[src/rtl/led_pkg.sv]
// Shared types and helpers for the LED bank arbiter.
package led_pkg;

    localparam int NUM_REQ = 3;
    localparam int LED_W   = 8;

    typedef enum logic {IDLE, OWN} arb_state_t;

    // One-hot next requester after `from`, checked as from+1, from+2, from.
    function automatic logic [NUM_REQ-1:0] next_rr(
        input logic [NUM_REQ-1:0] req,
        input logic [1:0]         from
    );
        logic [NUM_REQ-1:0] g;
        int idx;
        g = '0;
        for (int k = 1; k <= NUM_REQ; k++) begin
            idx = (int'(from) + k) % NUM_REQ;
            if (g == '0 && req[idx]) g[idx] = 1'b1;
        end
        return g;
    endfunction

    function automatic logic [1:0] onehot_idx(input logic [NUM_REQ-1:0] g);
        logic [1:0] r;
        case (g)
            3'b010:  r = 2'd1;
            3'b100:  r = 2'd2;
            default: r = 2'd0;
        endcase
        return r;
    endfunction

endpackage

[src/rtl/tick_prescaler.sv]
// Free-running divider: one-cycle tick every TICK_DIV clocks.
module tick_prescaler #(
    parameter int TICK_DIV = 50_000_000
) (
    input  logic clk,
    input  logic reset,
    output logic tick
);

    localparam int CW = $clog2(TICK_DIV);

    logic [CW-1:0] cnt_q;
    logic [CW-1:0] cnt_d;

    always_comb begin
        cnt_d = cnt_q + CW'(1);
        if (cnt_q == CW'(TICK_DIV - 1)) cnt_d = '0;
    end

    always_ff @(posedge clk) begin
        if (reset) cnt_q <= '0;
        else       cnt_q <= cnt_d;
    end

    assign tick = (cnt_q == CW'(TICK_DIV - 1));

endmodule

[src/rtl/led_bank_arbiter.sv]
// Round-robin time-slice owner of the 8-bit LED bank.
module led_bank_arbiter
    import led_pkg::*;
#(
    parameter int               TICK_DIV     = 50_000_000,
    parameter int               SLICE_TICKS  = 4,
    parameter logic [LED_W-1:0] IDLE_PATTERN = 8'h00
) (
    input  logic               clk,
    input  logic               reset,
    input  logic [NUM_REQ-1:0] req,
    input  logic [LED_W-1:0]   pat0,
    input  logic [LED_W-1:0]   pat1,
    input  logic [LED_W-1:0]   pat2,
    output logic [NUM_REQ-1:0] grant,
    output logic [LED_W-1:0]   LEDS,
    output logic               tick
);

    localparam int SW = $clog2(SLICE_TICKS + 1);

    arb_state_t         state_q, state_d;
    logic [NUM_REQ-1:0] grant_q, grant_d;
    logic [SW-1:0]      slice_q, slice_d;
    logic [1:0]         last_q, last_d;
    logic [LED_W-1:0]   leds_q, leds_d;
    logic [NUM_REQ-1:0] others;
    logic [1:0]         own;

    tick_prescaler #(.TICK_DIV(TICK_DIV)) u_presc (
        .clk   (clk),
        .reset (reset),
        .tick  (tick)
    );

    assign own    = onehot_idx(grant_q);
    assign others = req & ~grant_q;

    always_comb begin
        state_d = state_q;
        grant_d = grant_q;
        slice_d = slice_q;
        last_d  = last_q;
        case (state_q)
            IDLE: begin
                if (req != '0) begin
                    grant_d = next_rr(req, last_q);
                    state_d = OWN;
                    slice_d = '0;
                end
            end
            OWN: begin
                // A drop takes priority over a coincident slice expiry.
                if ((req & grant_q) == '0) begin
                    last_d  = own;
                    slice_d = '0;
                    if (others != '0) begin
                        grant_d = next_rr(others, own);
                    end else begin
                        grant_d = '0;
                        state_d = IDLE;
                    end
                end else if (tick) begin
                    if (slice_q == SW'(SLICE_TICKS - 1)) begin
                        slice_d = '0;
                        if (others != '0) begin
                            grant_d = next_rr(others, own);
                            last_d  = own;
                        end
                    end else begin
                        slice_d = slice_q + SW'(1);
                    end
                end
            end
            default: state_d = IDLE;
        endcase
    end

    always_comb begin
        case (grant_q)
            3'b001:  leds_d = pat0;
            3'b010:  leds_d = pat1;
            3'b100:  leds_d = pat2;
            default: leds_d = IDLE_PATTERN;
        endcase
    end

    always_ff @(posedge clk) begin
        if (reset) begin
            state_q <= IDLE;
            grant_q <= '0;
            slice_q <= '0;
            last_q  <= 2'd2;
            leds_q  <= IDLE_PATTERN;
        end else begin
            state_q <= state_d;
            grant_q <= grant_d;
            slice_q <= slice_d;
            last_q  <= last_d;
            leds_q  <= leds_d;
        end
    end

    assign grant = grant_q;
    assign LEDS  = leds_q;

endmodule

[config.mk]
export PLATFORM = sky130hd
export DESIGN_NAME = led_bank_arbiter
export DESIGN_NICKNAME = d
export VERILOG_FILES = /design/src/rtl/led_pkg.sv /design/src/rtl/tick_prescaler.sv /design/src/rtl/led_bank_arbiter.sv
export SDC_FILE = /design/constraint.sdc
export NUM_CORES = 1
export LEC_CHECK = 0
export BUFFER_PORTS_ARGS = -buffer_cell sky130_fd_sc_hd__buf_2
export CORE_ASPECT_RATIO = 0.75
export CORE_MARGIN = 2
export CORE_UTILIZATION = 50
export DETAILED_ROUTE_END_ITERATION = 12
export GPL_ROUTABILITY_DRIVEN = 0
export PLACE_DENSITY = 0.72
export SLEW_MARGIN = 20
export SYNTH_ARGS = -nofsm -noshare
export SYNTH_HDL_FRONTEND = slang
export SYNTH_HIERARCHICAL = 1
export SYNTH_SLANG_ARGS = --single-unit
[constraint.sdc]
create_clock -name clk -period 5.2 [get_ports clk]
set_input_delay 1.04 -clock clk [delete_from_list [all_inputs] [get_ports clk]]
set_output_delay 1.04 -clock clk [all_outputs]
set_load 0.02 [all_outputs]
# Yosys cells after proc, flatten, opt, wreduce, memory -nomap -nowiden
# Cells that the tools add are included.
# classes
add_sub_neg	8
div_mod_pow	6
order_cmp	12
n_eq_ne	9
mux	79
bitwise	10
reduce_logical	28
# op_table
operator	n
greater-or-equal comparator 32 x 1 -> 1 bit, second input constant	6
< comparator 32 x 4 -> 1 bit, second input constant	6
modulo 32 x 3 -> 32 bit, second input constant	6
2-to-1 mux 3 bit	37
adder 26 x 1 -> 26 bit, second input constant	1
== test 26 bit, second input constant	1
case mux 8 bit (3 select lines)	1
logical NOT 3 bit	7
2-to-1 mux 1 bit	21
bitwise OR 3 bit	6
adder 2 x 2 -> 3 bit, second input constant	4
binary-select mux 1 bit (select 2 bit)	6
demux 1 bit (select 2 bit)	6
logical AND 1 bit	12
case mux 3 bit (2 select lines)	2
2-to-1 mux 2 bit	4
AND reduction 4 bit	2
adder 2 x 1 -> 3 bit, second input constant	2
bitwise AND 3 bit	2
== test 3 x 2 -> 1 bit, second input constant	2
inequality test 3 x 1 -> 1 bit, second input constant	2
nonzero test 2 bit	3
nonzero test 3 bit	2
case mux 2 bit (2 select lines)	1
other kinds (10)	10
# word_totals
register_bits	43
in_bits	29
elab_cells	158

# Depth between registers and ports, before layout
# Gate-level depths: netlist (run 1).
# depth
word_depth	30
ltp_mapped	10

# Modules after synthesis
# The synthesis (run 1) kept the hierarchy.
# modules_own_cells
module	instances	cells_per_inst	area_per_inst_um2
tick_prescaler	1	142	1261.2
led_bank_arbiter	1	141	1093.5

# Worst setup path before layout (run 1)
# OpenSTA, ideal clock, no wires.
# synth_path
path_type	register to register
startpoint	register u_presc.cnt_q[0]
endpoint	register grant_q[0], in the netlist grant[0]
setup_ns	0.122
arrival_time_ns	2.257
required_ns	5.078
slack_ns	2.822
path_stages_with_launch	10
path_buffers	0
period_less_slack_ns	2.378
cell_sequence	dfxtp_1 > ha_1 > nand3_1 > nor2_1 > nand4_1 > nor2_1 > nand2_1 > a311oi_1 > o21ai_1 > o311a_1
# synth_via
elab_chain_len	3
# synth_lines
element	line	rtl
start, declared	tick_prescaler.sv:12	logic [CW-1:0] cnt_q;
start signal, assigned	tick_prescaler.sv:22	else cnt_q <= cnt_d;
== test 26 bit	tick_prescaler.sv:25	assign tick = (cnt_q == CW'(TICK_DIV - 1));
net tick	led_bank_arbiter.sv:17	output logic tick
inequality test 3 x 2 -> 1 bit (no source line)	--	
AND reduction 4 bit (no source line)	--	
end signal, assigned	led_bank_arbiter.sv:97	grant_q <= grant_d;
end, declared	led_bank_arbiter.sv:23	logic [NUM_REQ-1:0] grant_q, grant_d;
# The timed path passes the listed nets, and every way through them passes these cells.
# A chain may end at the register's enable or synchronous reset.

# Final worst setup path (run 1)
# layout_path
startpoint	register u_presc.cnt_q[8]
endpoint	output tick
# layout_via
elab_chain_len	1
# layout_lines
element	line
== test 26 bit	tick_prescaler.sv:25
end, declared	led_bank_arbiter.sv:17
# No other way between the ends.

==> results of run 1 <==
[stage by stage]
stage | utilization [%] | hold WS, ps | setup WS (ps)
finish | 59.04 | 462.3 | 2288
global route | 59.04 | 484.6 | 2085
floorplan | - | 426.4 | 2822
detailed placement | 57.23 | 453.0 | 2623
CTS | 59.04 | 463.4 | 2304
global placement | 57.23 | 443.0 | 2716
[state kept, by name, summed over array words and instances, names as in the netlist]
| signal | flops |
|---|---|
| u_presc/cnt_q | 26 |
| slice_q | 3 |
| state_q | 1 |
| grant | 3 |
| last_q | 2 |
| LEDS | 8 |
[tightest hold or removal path: stages, from the launching register on]
cell and delay (ps):
sky130_fd_sc_hd__dfxtp_1 320, sky130_fd_sc_hd__nand2_1 50, sky130_fd_sc_hd__a21oi_1 50
[where the power goes]
| part | internal, W | leakage (nW) | switching, W |
|---|---|---|---|
| logic | 0.0000573 | 0.648 | 0.0000793 |
| registers | 0.000342 | 0.349 | 0.0000179 |
| clock network | 0.0000943 | 0.0422 | 0.000107 |
[synthesized netlist by cell type (all sizes together) (4+ instances only)]
library cell  instances
xor2                  6
dfxtp                43
buf                   7
o31ai                 4
nor2b                 8
xnor2                 6
a21oi                25
inv                   9
nand2                16
and4                  7
and3                  5
nand2b               11
nor2                 36
or3                   5
o21ai                15
a22oi                 8
nand4                12
nand3                11
clkbuf                4
ha                    6
[final timing paths]
path / startpoint / end / slack [ps] / depth (start not counted)
max: u_presc/cnt_q[8]$_SDFF_PP0_ / tick / 2290 / 4
min: slice_q[1]$_SDFFE_PP0P_ / slice_q[1]$_SDFFE_PP0P_ / 460 / 2
max reg2reg: u_presc/cnt_q[8]$_SDFF_PP0_ / grant[0]$_SDFFE_PP0P_ / 2700 / 7
min reg2reg: slice_q[1]$_SDFFE_PP0P_ / slice_q[1]$_SDFFE_PP0P_ / 460 / 2
[layout by cell type (no fill, tap or decap), drive strengths merged, types with 2 or more instances in the layout]
cell type and count:
dfxtp 43, buf 40, nor2 36, a21oi 25, nand2 16, o21ai 15, nand4 12, nand2b 11
nand3 11, inv 9, nor2b 8, a22oi 8, clkbuf 7, and4 7, ha 6, xor2 6
xnor2 6, or3 5, and3 5, o31ai 4, a31oi 3, or4 3, nor3b 2, nor3 2
o21a 2, a21o 2, mux2i 2, o211ai 2, nor4 2, a31o 2, nand4b 2, a311oi 2
[layout make-up]
| cell class | count | area share [%] |
|---|---|---|
| multi-input combinational | 220 | 52.97 |
| clock buffer | 7 | 2.877 |
| timing repair buffer | 40 | 7.547 |
| tap | 57 | 2.689 |
| inverter | 9 | 1.274 |
| clock inverter | 1 | 0.1887 |
| sequential | 43 | 32.45 |
[routing by layer]
layer | share of wire [%] | wire, microns | vias up | GRT usage (%)
met5 | 0 | 0 | - | 0
met4 | 0.48 | 24 | 0 | 4.098
met3 | 7.2 | 360 | 2 | 4.718
met2 | 40 | 2026 | 68 | 29.13
met1 | 52 | 2621 | 989 | 29.49
li1 | - | - | 1112 | -
[kinds of logic (layout without fill, tap and decap cells)]
logic type	count (synthesis)	count (layout)	synth area share (%)
flip-flops	43	43	36.56
multiplexers	2	2	0.8502
XOR/XNOR	12	12	4.463
adder cells (fa/ha/maj)	6	6	3.188
buffers and inverters	20	57	3.772
AO/OA/AOI/OAI	76	76	21.36
AND/OR/NAND/NOR	124	124	29.81
==> out/metrics.yaml, run 1 <==
global_routing:
  grt_pass1_vias: 1899
  groute.usage.overall_pct: 19.84
  antenna_found_initial: 0
  grt_pass1_wl_microns: 8728
  grt_max_degree: 24
  grt.overflow.total: 0
clock_tree:
  tritoncts: "built"
  clk_pin_slew_worst_paths_ps: 80
  post_cts_setup_driven_buffer_insertion_count: 0
  cts_repair_resize_count: 0
  ctsRootBufferMaster: "sky130_fd_sc_hd__clkbuf_8"
  cts-htree-levels: 2
  clk-insertion-delay-late_ps: 290
  cts_buffers: 5
  clock_sink_count: 43
  cts_max_path_buffers: 2
  hold_buffers: 0
synthesis:
  postSynthAreaPerCell_sq_um: 8.321
  yosysUniqueCellTypes: 53
  dominantRegCellSynth: "sky130_fd_sc_hd__dfxtp_1"
  synth_enable_flop_cells: 0
  synth.net_count: 318
  yosys_warnings: 6
  yosysTopAreaCellShare_pct: 36.56
  yosysTopAreaCell: "sky130_fd_sc_hd__dfxtp_1"
  synth_async_sr_flop_share_pct: 0
  post_synth_instance_area_sq_mm: 0.002355
  synth_seq_cells: 43
  synth_top_cells_by_area: "sky130_fd_sc_hd__dfxtp_1, sky130_fd_sc_hd__nor2_1, sky130_fd_sc_hd__a21oi_1, sky130_fd_sc_hd__ha_1, sky130_fd_sc_hd__nand2b_1"
  synthCells: 283
  synth_sequential_area_ratio_pct: 36.56
cells_and_area:
  antenna_cells: 0
  nFillCells: 428
  layout_area_overhead_pct: 12.65
  multiInputGateArea_sq_mm: 0.001405
  fin_cells: 377
  share_of_post_route_cells_with_drive_strength_above_1_pct: 18.44
  seq_area_sq_um: 860.8
  layout.cell_area.non_filler_sq_mm: 0.002653
  design.final.nets: 354
pwr:
  report.power.total_w: 0.0006970
  power_per_cell_area_mw_per_mm2: 262.8
  leakage_nw: 1.039
  max-vdd-ir-drop_v: 0.0001649
sta:
  fmaxAchievable_mhz: 343.4
  finalMaxSlewViolations: 0
  final_min_period_over_clock_period_pct: 56.00
  setup_tns_ps: 0
  unrepaired_setup_endpoints_after_global_routing: "no"
  final_hold_violating_endpoints: 0
  fin_worst_skew_ps: 7.444
  slew_headroom_pct: 38.17
  timing.final.setup_violations: 0
  tightestPinTransition_ps: 925.5
  finalCriticalPeriod_ps: 2912
setup_path:
  critical-path-slowest-cell: "sky130_fd_sc_hd__nor4bb_1"
  path_cells: "nor4bb_1 -> nand4_1 -> nor2_1 -> buf_2"
  cp_data_arrival_time_ps: 1870
  setup.worst_path.start_class: "flip-flop"
  critPathRequiredTime_ps: 4160
  crit_path_leading_delay_family: "simple AND/OR/NAND/NOR gates"
  worstSetupPathType: "flip-flop to output pin"
  max_stage_delay_ps: 510
  worst-path-max-fanout: 5
  cp-end-kind: "output pin"
  worstPathBufferInverterCount: 1
route:
  wl_per_cell_microns: 13.35
  drt_iter0_drc: 180
  route.detailed.vias_per_inst: 5.759
  vias: 2171
  drtAntennaViolNets: 0
  drt_first_pass_iters: 5
  route.final.wire_length_microns: 5032
  drt_drc_violations_left: 0
floorplanning:
  height_of_the_die_microns: 63.43
  ioPinCount: 41
  initial_core_util_pct: 52.41
  placement_rows: 21
  die-area_sq_mm: 0.005280
  fp.coreArea_sq_mm: 0.004493
  chipWidth_microns: 83.24
place:
  dp.cells: 369
  post-dp-hpwl_microns: 3679
  detailed_place.area_sq_mm: 0.002571
  numPortBuffers: 40
outcome:
  outcome: "finished, final reports clean"
hold_path:
  worstHoldPathType: "flip-flop to flip-flop"
flow_run:
  timing.max_cap.violations: 0
No activity file was read; power rests on OpenSTA's default activity.
==> run 2: changes to the inputs <==
--- a/config.mk
+++ b/config.mk
@@ -5,13 +5,14 @@
 export SDC_FILE = /design/constraint.sdc
 export NUM_CORES = 1
 export LEC_CHECK = 0
+export ABC_AREA = 1
 export BUFFER_PORTS_ARGS = -buffer_cell sky130_fd_sc_hd__buf_2
 export CORE_ASPECT_RATIO = 0.75
 export CORE_MARGIN = 2
 export CORE_UTILIZATION = 50
 export DETAILED_ROUTE_END_ITERATION = 12
 export GPL_ROUTABILITY_DRIVEN = 0
-export PLACE_DENSITY = 0.72
+export PLACE_DENSITY = 0.74
 export SLEW_MARGIN = 20
 export SYNTH_ARGS = -nofsm -noshare
 export SYNTH_HDL_FRONTEND = slang
==> constraint.sdc (replaced) <==
create_clock -name clk -period 2.45 [get_ports clk]
set_input_delay 0.49 -clock clk [delete_from_list [all_inputs] [get_ports clk]]
set_output_delay 0.49 -clock clk [all_outputs]
set_load 0.02 [all_outputs]
==> run 2 against run 1 <==
Net effect: clock-buffer cell count decreased by 1; worst hold slack worse by 39 ps; clock power rose to 3.3 times the previous value; register-to-register slack worse by 2300 ps; cell area increased by 16%; global-route usage increased by 2.8 points; largest power group unchanged; combinational power increased to 4.7 times the previous value; synthesized cell count increased by 45%; critical path depth is 4 higher; highest routed layer unchanged; critical endpoint unchanged.
==> out/metrics.yaml, run 2 <==
route:
  vias: 2672
  route.final.wire_length_microns: 6268
  m1WireLength_microns: 3236
  wl_per_cell_microns: 11.83
  route.met3.wl_microns: 379
  drt_first_pass_iters: 4
  detailroute.wirelength.met2_microns: 2581
  route.top_layer_used: "met4"
  drt_drc_violations_left: 0
  drtAntennaViolNets: 0
  drt_iter0_drc: 137
  route.detailed.vias_per_inst: 5.042
pwr:
  max-vdd-ir-drop_v: 0.0003686
  power_per_cell_area_mw_per_mm2: 681.0
  report.power.total_w: 0.002095
  leakage_nw: 1.420
setup_path:
  critPathRequiredTime_ps: 1960
  path_cells: "ha_1 -> nand2_2 -> nor2_4 -> nand2_4 -> inv_1 -> nand2_1 -> nor4_4 -> buf_2"
  max_stage_delay_ps: 360
  cp-end-kind: "output pin"
  worstSetupPathType: "flip-flop to output pin"
  critical-path-slowest-cell: "sky130_fd_sc_hd__dfxtp_1"
  cp_data_arrival_time_ps: 1810
  setup.worst_path.start_class: "flip-flop"
  worst-path-max-fanout: 5
synthesis:
  synth_top_cells_by_area: "sky130_fd_sc_hd__dfxtp_1, sky130_fd_sc_hd__nand2_1, sky130_fd_sc_hd__nor2_1, sky130_fd_sc_hd__inv_1, sky130_fd_sc_hd__nand3_1"
  post_synth_instance_area_sq_mm: 0.002649
  yosys_warnings: 6
  yosysTopAreaCell: "sky130_fd_sc_hd__dfxtp_1"
  yosysUniqueCellTypes: 32
  yosys.cell_count.top_type: "sky130_fd_sc_hd__nand2_1"
  synth_enable_flop_cells: 0
  synth_sequential_area_ratio_pct: 32.50
  synth_async_sr_flop_share_pct: 0
  postSynthAreaPerCell_sq_um: 6.445
  synth.net_count: 446
  synth_seq_cells: 43
  synth_top_cells_by_count: "sky130_fd_sc_hd__nand2_1, sky130_fd_sc_hd__nor2_1, sky130_fd_sc_hd__inv_1"
  dominantRegCellSynth: "sky130_fd_sc_hd__dfxtp_1"
  synthCells: 411
  yosysTopAreaCellShare_pct: 32.50
cells_and_area:
  design.final.nets: 492
  top_register: "u_presc/cnt_q"
  layout.cells.most_common: "sky130_fd_sc_hd__nand2_1"
  share_of_post_route_cells_with_drive_strength_above_1_pct: 19.21
  nFillCells: 487
  mostFrequentLayoutCells: "sky130_fd_sc_hd__nand2_1, sky130_fd_sc_hd__nor2_1, sky130_fd_sc_hd__inv_1"
  antenna_cells: 0
  layout_area_overhead_pct: 16.11
  largest_reg_flops: 26
global_routing:
  grt_pass1_wl_microns: 10470
  grt_max_degree: 22
  groute.usage.overall_pct: 22.64
  grt_pass1_vias: 2385
  grt.overflow.total: 0
  antenna_found_initial: 0
flow_run:
  timing.max_cap.violations: 0
sta:
  fin_worst_skew_ps: 9.933
  finalMaxSlewViolations: 0
  final_min_period_over_clock_period_pct: 94.01
  hold_ws_ps: 423.4
  unrepaired_setup_endpoints_after_global_routing: "no"
  tightestPinTransition_ps: 493.8
  fmaxAchievable_mhz: 434.2
  setup_tns_ps: 0
  final_hold_violating_endpoints: 0
  slew_headroom_pct: 67.05
  finalCriticalPeriod_ps: 2303
  timing.final.setup_violations: 0
floorplanning:
  placement_rows: 22
  initial_core_util_pct: 52.87
  fp.coreArea_sq_mm: 0.005010
  die-area_sq_mm: 0.005902
  height_of_the_die_microns: 67.04
  chipWidth_microns: 88.05
  ioPinCount: 41
clock_tree:
  clk_pin_slew_worst_paths_ps: 80
  ctsRootBufferMaster: "sky130_fd_sc_hd__clkbuf_8"
  cts-htree-levels: 2
  clock_sink_count: 43
  cts_max_path_buffers: 2
  cts_repair_resize_count: 0
  post_cts_setup_driven_buffer_insertion_count: 0
  hold_buffers: 0
  tritoncts: "built"
  cts_buffers: 5
  clk-insertion-delay-late_ps: 300
place:
  numPortBuffers: 40
  post-dp-hpwl_microns: 4797
hold_path:
  worstHoldPathType: "input pin to flip-flop"
outcome:
  outcome: "finished, final reports clean"
## run 2: cell types whose count changed in the layout (fill, tap and decap cells not counted), sizes merged, moves of 7 or more
| cell | before | now |
|---|---|---|
| nand4 | 12 | 4 |
| nor2b | 8 | 0 |
| nand3 | 11 | 43 |
| a22oi | 8 | 0 |
| nand2 | 16 | 122 |
| nand2b | 11 | 0 |
| inv | 9 | 59 |
| nor2 | 36 | 71 |
| and4 | 7 | 0 |
## run 2: worst paths after layout
check | start | to | slack [ps] | cells past startpoint
max | u_presc/cnt_q[0]$_SDFF_PP0_ | tick | 150 | 8
min reg2reg | u_presc/cnt_q[0]$_SDFF_PP0_ | u_presc/cnt_q[0]$_SDFF_PP0_ | 450 | 1
min | reset | state_q$_SDFF_PP0_ | 420 | 2
max reg2reg | u_presc/cnt_q[0]$_SDFF_PP0_ | grant[2]$_SDFFE_PP0P_ | 360 | 12
## run 2: layout make-up
cell class	count	area, sq um	area share, %
multi-input cells	305	1546	50.28
flip-flops and latches	43	860.8	27.99
inverters	60	230.2	7.486
repair buffers	42	215.2	6.998
well taps	72	90.09	2.929
clock buffers	6	72.57	2.360
clock inverters	2	60.06	1.953
## run 2: metrics by stage
stage                     instances  instance area [sq um]  util [%]  setup WS (ps)
after floorplan                 411                   2655         -          257.1
after global placement          522                   2934     58.57          421.3
after detailed placement        522                   2934     58.57          316.8
after CTS                       530                   3067     61.21          64.54
after global routing            530                   3075     61.39          22.12
final                           530                   3075     61.39          146.8
## run 2: logic make-up (layout without fill, tap and decap cells)
| kind of cell | after synthesis | in the layout | synth area share [%] |
|---|---|---|---|
| AO/OA/AOI/OAI | 39 | 39 | 8.786 |
| XOR/XNOR | 10 | 10 | 3.307 |
| adder cells (fa/ha/maj) | 6 | 6 | 2.834 |
| buffers and inverters | 63 | 110 | 9.683 |
| flip-flops | 43 | 43 | 32.50 |
| AND/OR/NAND/NOR | 250 | 250 | 42.89 |
## run 2: where the power goes
group	switching [W]	total [W]	internal (W)
sequential	0.0000427	0.000795	0.000753
combinational	0.000421	0.000641	0.000220
clock	0.000251	0.000658	0.000408
## run 2: critical path, delay by kind of cell (launching register included)
family / cells / cell delay [ps]
flops: 1 / 360
fa+ha+maj: 1 / 200
simple gates: 5 / 660
buf+inv: 2 / 300
## run 2: per-layer routing
metal,vias to the layer above,track usage (%)
li1,1383,-
met1,1207,32.28
met2,71,34.56
met3,11,4.833
met4,0,6.061
met5,-,0
==> run 3: changes to the inputs <==
--- a/config.mk
+++ b/config.mk
@@ -12,7 +12,7 @@
 export CORE_UTILIZATION = 50
 export DETAILED_ROUTE_END_ITERATION = 12
 export GPL_ROUTABILITY_DRIVEN = 0
-export PLACE_DENSITY = 0.74
+export PLACE_DENSITY = 0.72
 export SLEW_MARGIN = 20
 export SYNTH_ARGS = -nofsm -noshare
 export SYNTH_HDL_FRONTEND = slang
==> constraint.sdc (replaced) <==
create_clock -name clk -period 2.9 [get_ports clk]
set_input_delay 0.58 -clock clk [delete_from_list [all_inputs] [get_ports clk]]
set_output_delay 0.58 -clock clk [all_outputs]
set_load 0.02 [all_outputs]
==> run 3 against run 2 <==
Net effect: critical path type unchanged; cell area shrank 2.1%; wire length shrank 3.6%; clock skew grew 0.91 ps; utilization shrank 1.3 points.
==> out/metrics.yaml, run 3 (synthesis gave the netlist of run 2 again) <==
setup_path:
  worst-path-max-fanout: 5
  cp_data_arrival_time_ps: 1930
  setup.worst_path.start_class: "flip-flop"
  critPathRequiredTime_ps: 2320
  worst-r2r-cell-count: 12
  regToRegSetupSlack_ps: 720
  worstSetupPathType: "flip-flop to output pin"
  cp-end-kind: "output pin"
route:
  vias: 2590
  drt_iter0_drc: 192
  drt_first_pass_iters: 4
  route.final.wire_length_microns: 6042
  route.detailed.vias_per_inst: 4.905
  wl_per_cell_microns: 11.44
  drt_drc_violations_left: 0
  drtAntennaViolNets: 0
cells_and_area:
  mostFrequentLayoutCells: "sky130_fd_sc_hd__nand2_1, sky130_fd_sc_hd__nor2_1, sky130_fd_sc_hd__inv_1"
  antenna_cells: 0
  largest_reg_flops: 26
  share_of_post_route_cells_with_drive_strength_above_1_pct: 19.08
  layout.cells.most_common: "sky130_fd_sc_hd__nand2_1"
  nFillCells: 477
  layout.cell_area.non_filler_sq_mm: 0.003012
  layout_area_overhead_pct: 13.70
  top_register: "u_presc/cnt_q"
  design.final.nets: 490
sta:
  fmaxAchievable_mhz: 398.5
  final_hold_violating_endpoints: 0
  setup_tns_ps: 0
  tightestPinTransition_ps: 849.3
  hold_ws_ps: 452.3
  final_min_period_over_clock_period_pct: 86.53
  slew_headroom_pct: 42.94
  finalMaxSlewViolations: 0
  fin_worst_skew_ps: 10.84
  finalCriticalPeriod_ps: 2509
  timing.final.setup_violations: 0
  unrepaired_setup_endpoints_after_global_routing: "no"
pwr:
  leakage_nw: 1.368
  max-vdd-ir-drop_v: 0.0003247
  power_per_cell_area_mw_per_mm2: 529.1
outcome:
  outcome: "finished, final reports clean"
global_routing:
  grt_pass1_vias: 2259
  grt.overflow.total: 0
  groute.usage.overall_pct: 22.70
  grt_pass1_wl_microns: 10450
  grt_max_degree: 22
  antenna_found_initial: 0
place:
  detailed_place.area_sq_mm: 0.002913
  numPortBuffers: 40
  post-dp-hpwl_microns: 4723
clock_tree:
  cts-htree-levels: 2
  clk_pin_slew_worst_paths_ps: 90
  hold_buffers: 0
  post_cts_setup_driven_buffer_insertion_count: 0
  clock_sink_count: 43
  cts_max_path_buffers: 2
  clk-insertion-delay-late_ps: 300
  ctsRootBufferMaster: "sky130_fd_sc_hd__clkbuf_8"
  cts_repair_resize_count: 0
  cts_buffers: 5
  tritoncts: "built"
floorplanning:
  chipWidth_microns: 88.05
  initial_core_util_pct: 52.87
  placement_rows: 22
  die-area_sq_mm: 0.005902
  fp.coreArea_sq_mm: 0.005010
  ioPinCount: 41
  height_of_the_die_microns: 67.04
flow_run:
  timing.max_cap.violations: 0
hold_path:
  min_delay_path_depth: 2
  worstHoldPathType: "flip-flop to flip-flop"
==> run 3: cell count changes in the layout (fill, tap and decap cells not counted), sizes merged <==
cell      change
clkbuf        -1
clkinvlp      +2
buf           -2
bufinv        -2
inv           +1
==> run 3: critical path, cell delays in order (launching register included) <==
cell and delay [ps]:
sky130_fd_sc_hd__dfxtp_1 360, sky130_fd_sc_hd__ha_1 200, sky130_fd_sc_hd__nand2_2 80, sky130_fd_sc_hd__nor2_4 160, sky130_fd_sc_hd__nand2_4 100, sky130_fd_sc_hd__inv_1 60
sky130_fd_sc_hd__nand2_1 70, sky130_fd_sc_hd__nor4_2 350, sky130_fd_sc_hd__buf_2 250
==> run 3: where the power goes <==
group	total [W]	leakage [nW]	switching, W	internal [W]
clock	0.000394	0.0408	0.000222	0.000172
sequential	0.000672	0.349	0.0000358	0.000636
combinational	0.000528	0.977	0.000347	0.000182
total	0.00159	1.37	0.000604	0.000990
==> run 3: final timing paths <==
| path | start | endpoint |
|---|---|---|
| setup / recovery | u_presc/cnt_q[0]$_SDFF_PP0_ | tick |
| hold / removal | slice_q[2]$_SDFFE_PP0P_ | slice_q[2]$_SDFFE_PP0P_ |
| setup reg to reg | u_presc/cnt_q[0]$_SDFF_PP0_ | grant[0]$_SDFFE_PP0P_ |
| hold reg to reg | slice_q[2]$_SDFFE_PP0P_ | slice_q[2]$_SDFFE_PP0P_ |
==> run 3: final cells by class <==
type,count,area (sq um),area share [%]
tap,72,90.09,2.991
multi-input combinational,305,1538,51.06
clock inverter,3,23.77,0.7894
sequential,43,860.8,28.58
clock buffer,5,68.82,2.285
inverter,60,230.2,7.644
timing repair buffer,40,200.2,6.647
==> run 3: routing by layer <==
layer  global-route usage [%]  part of all wire [%]
met1                    34.69                    54
met2                    30.97                    38
met3                    5.824                   7.0
met4                    6.061                  0.84
met5                        0                     0
==> run 3: per-stage QoR <==
stage               total power [W]  setup WS [ps]  utilization, %  std cells
finish                     0.001594          390.6           60.11        528
global route               0.001707          231.5           60.11        528
CTS                        0.001603          202.4           59.99        528
detailed placement         0.001209          547.5           58.14        520
global placement           0.001197          593.0           58.14        520
floorplan                  0.001077          362.6               -        411
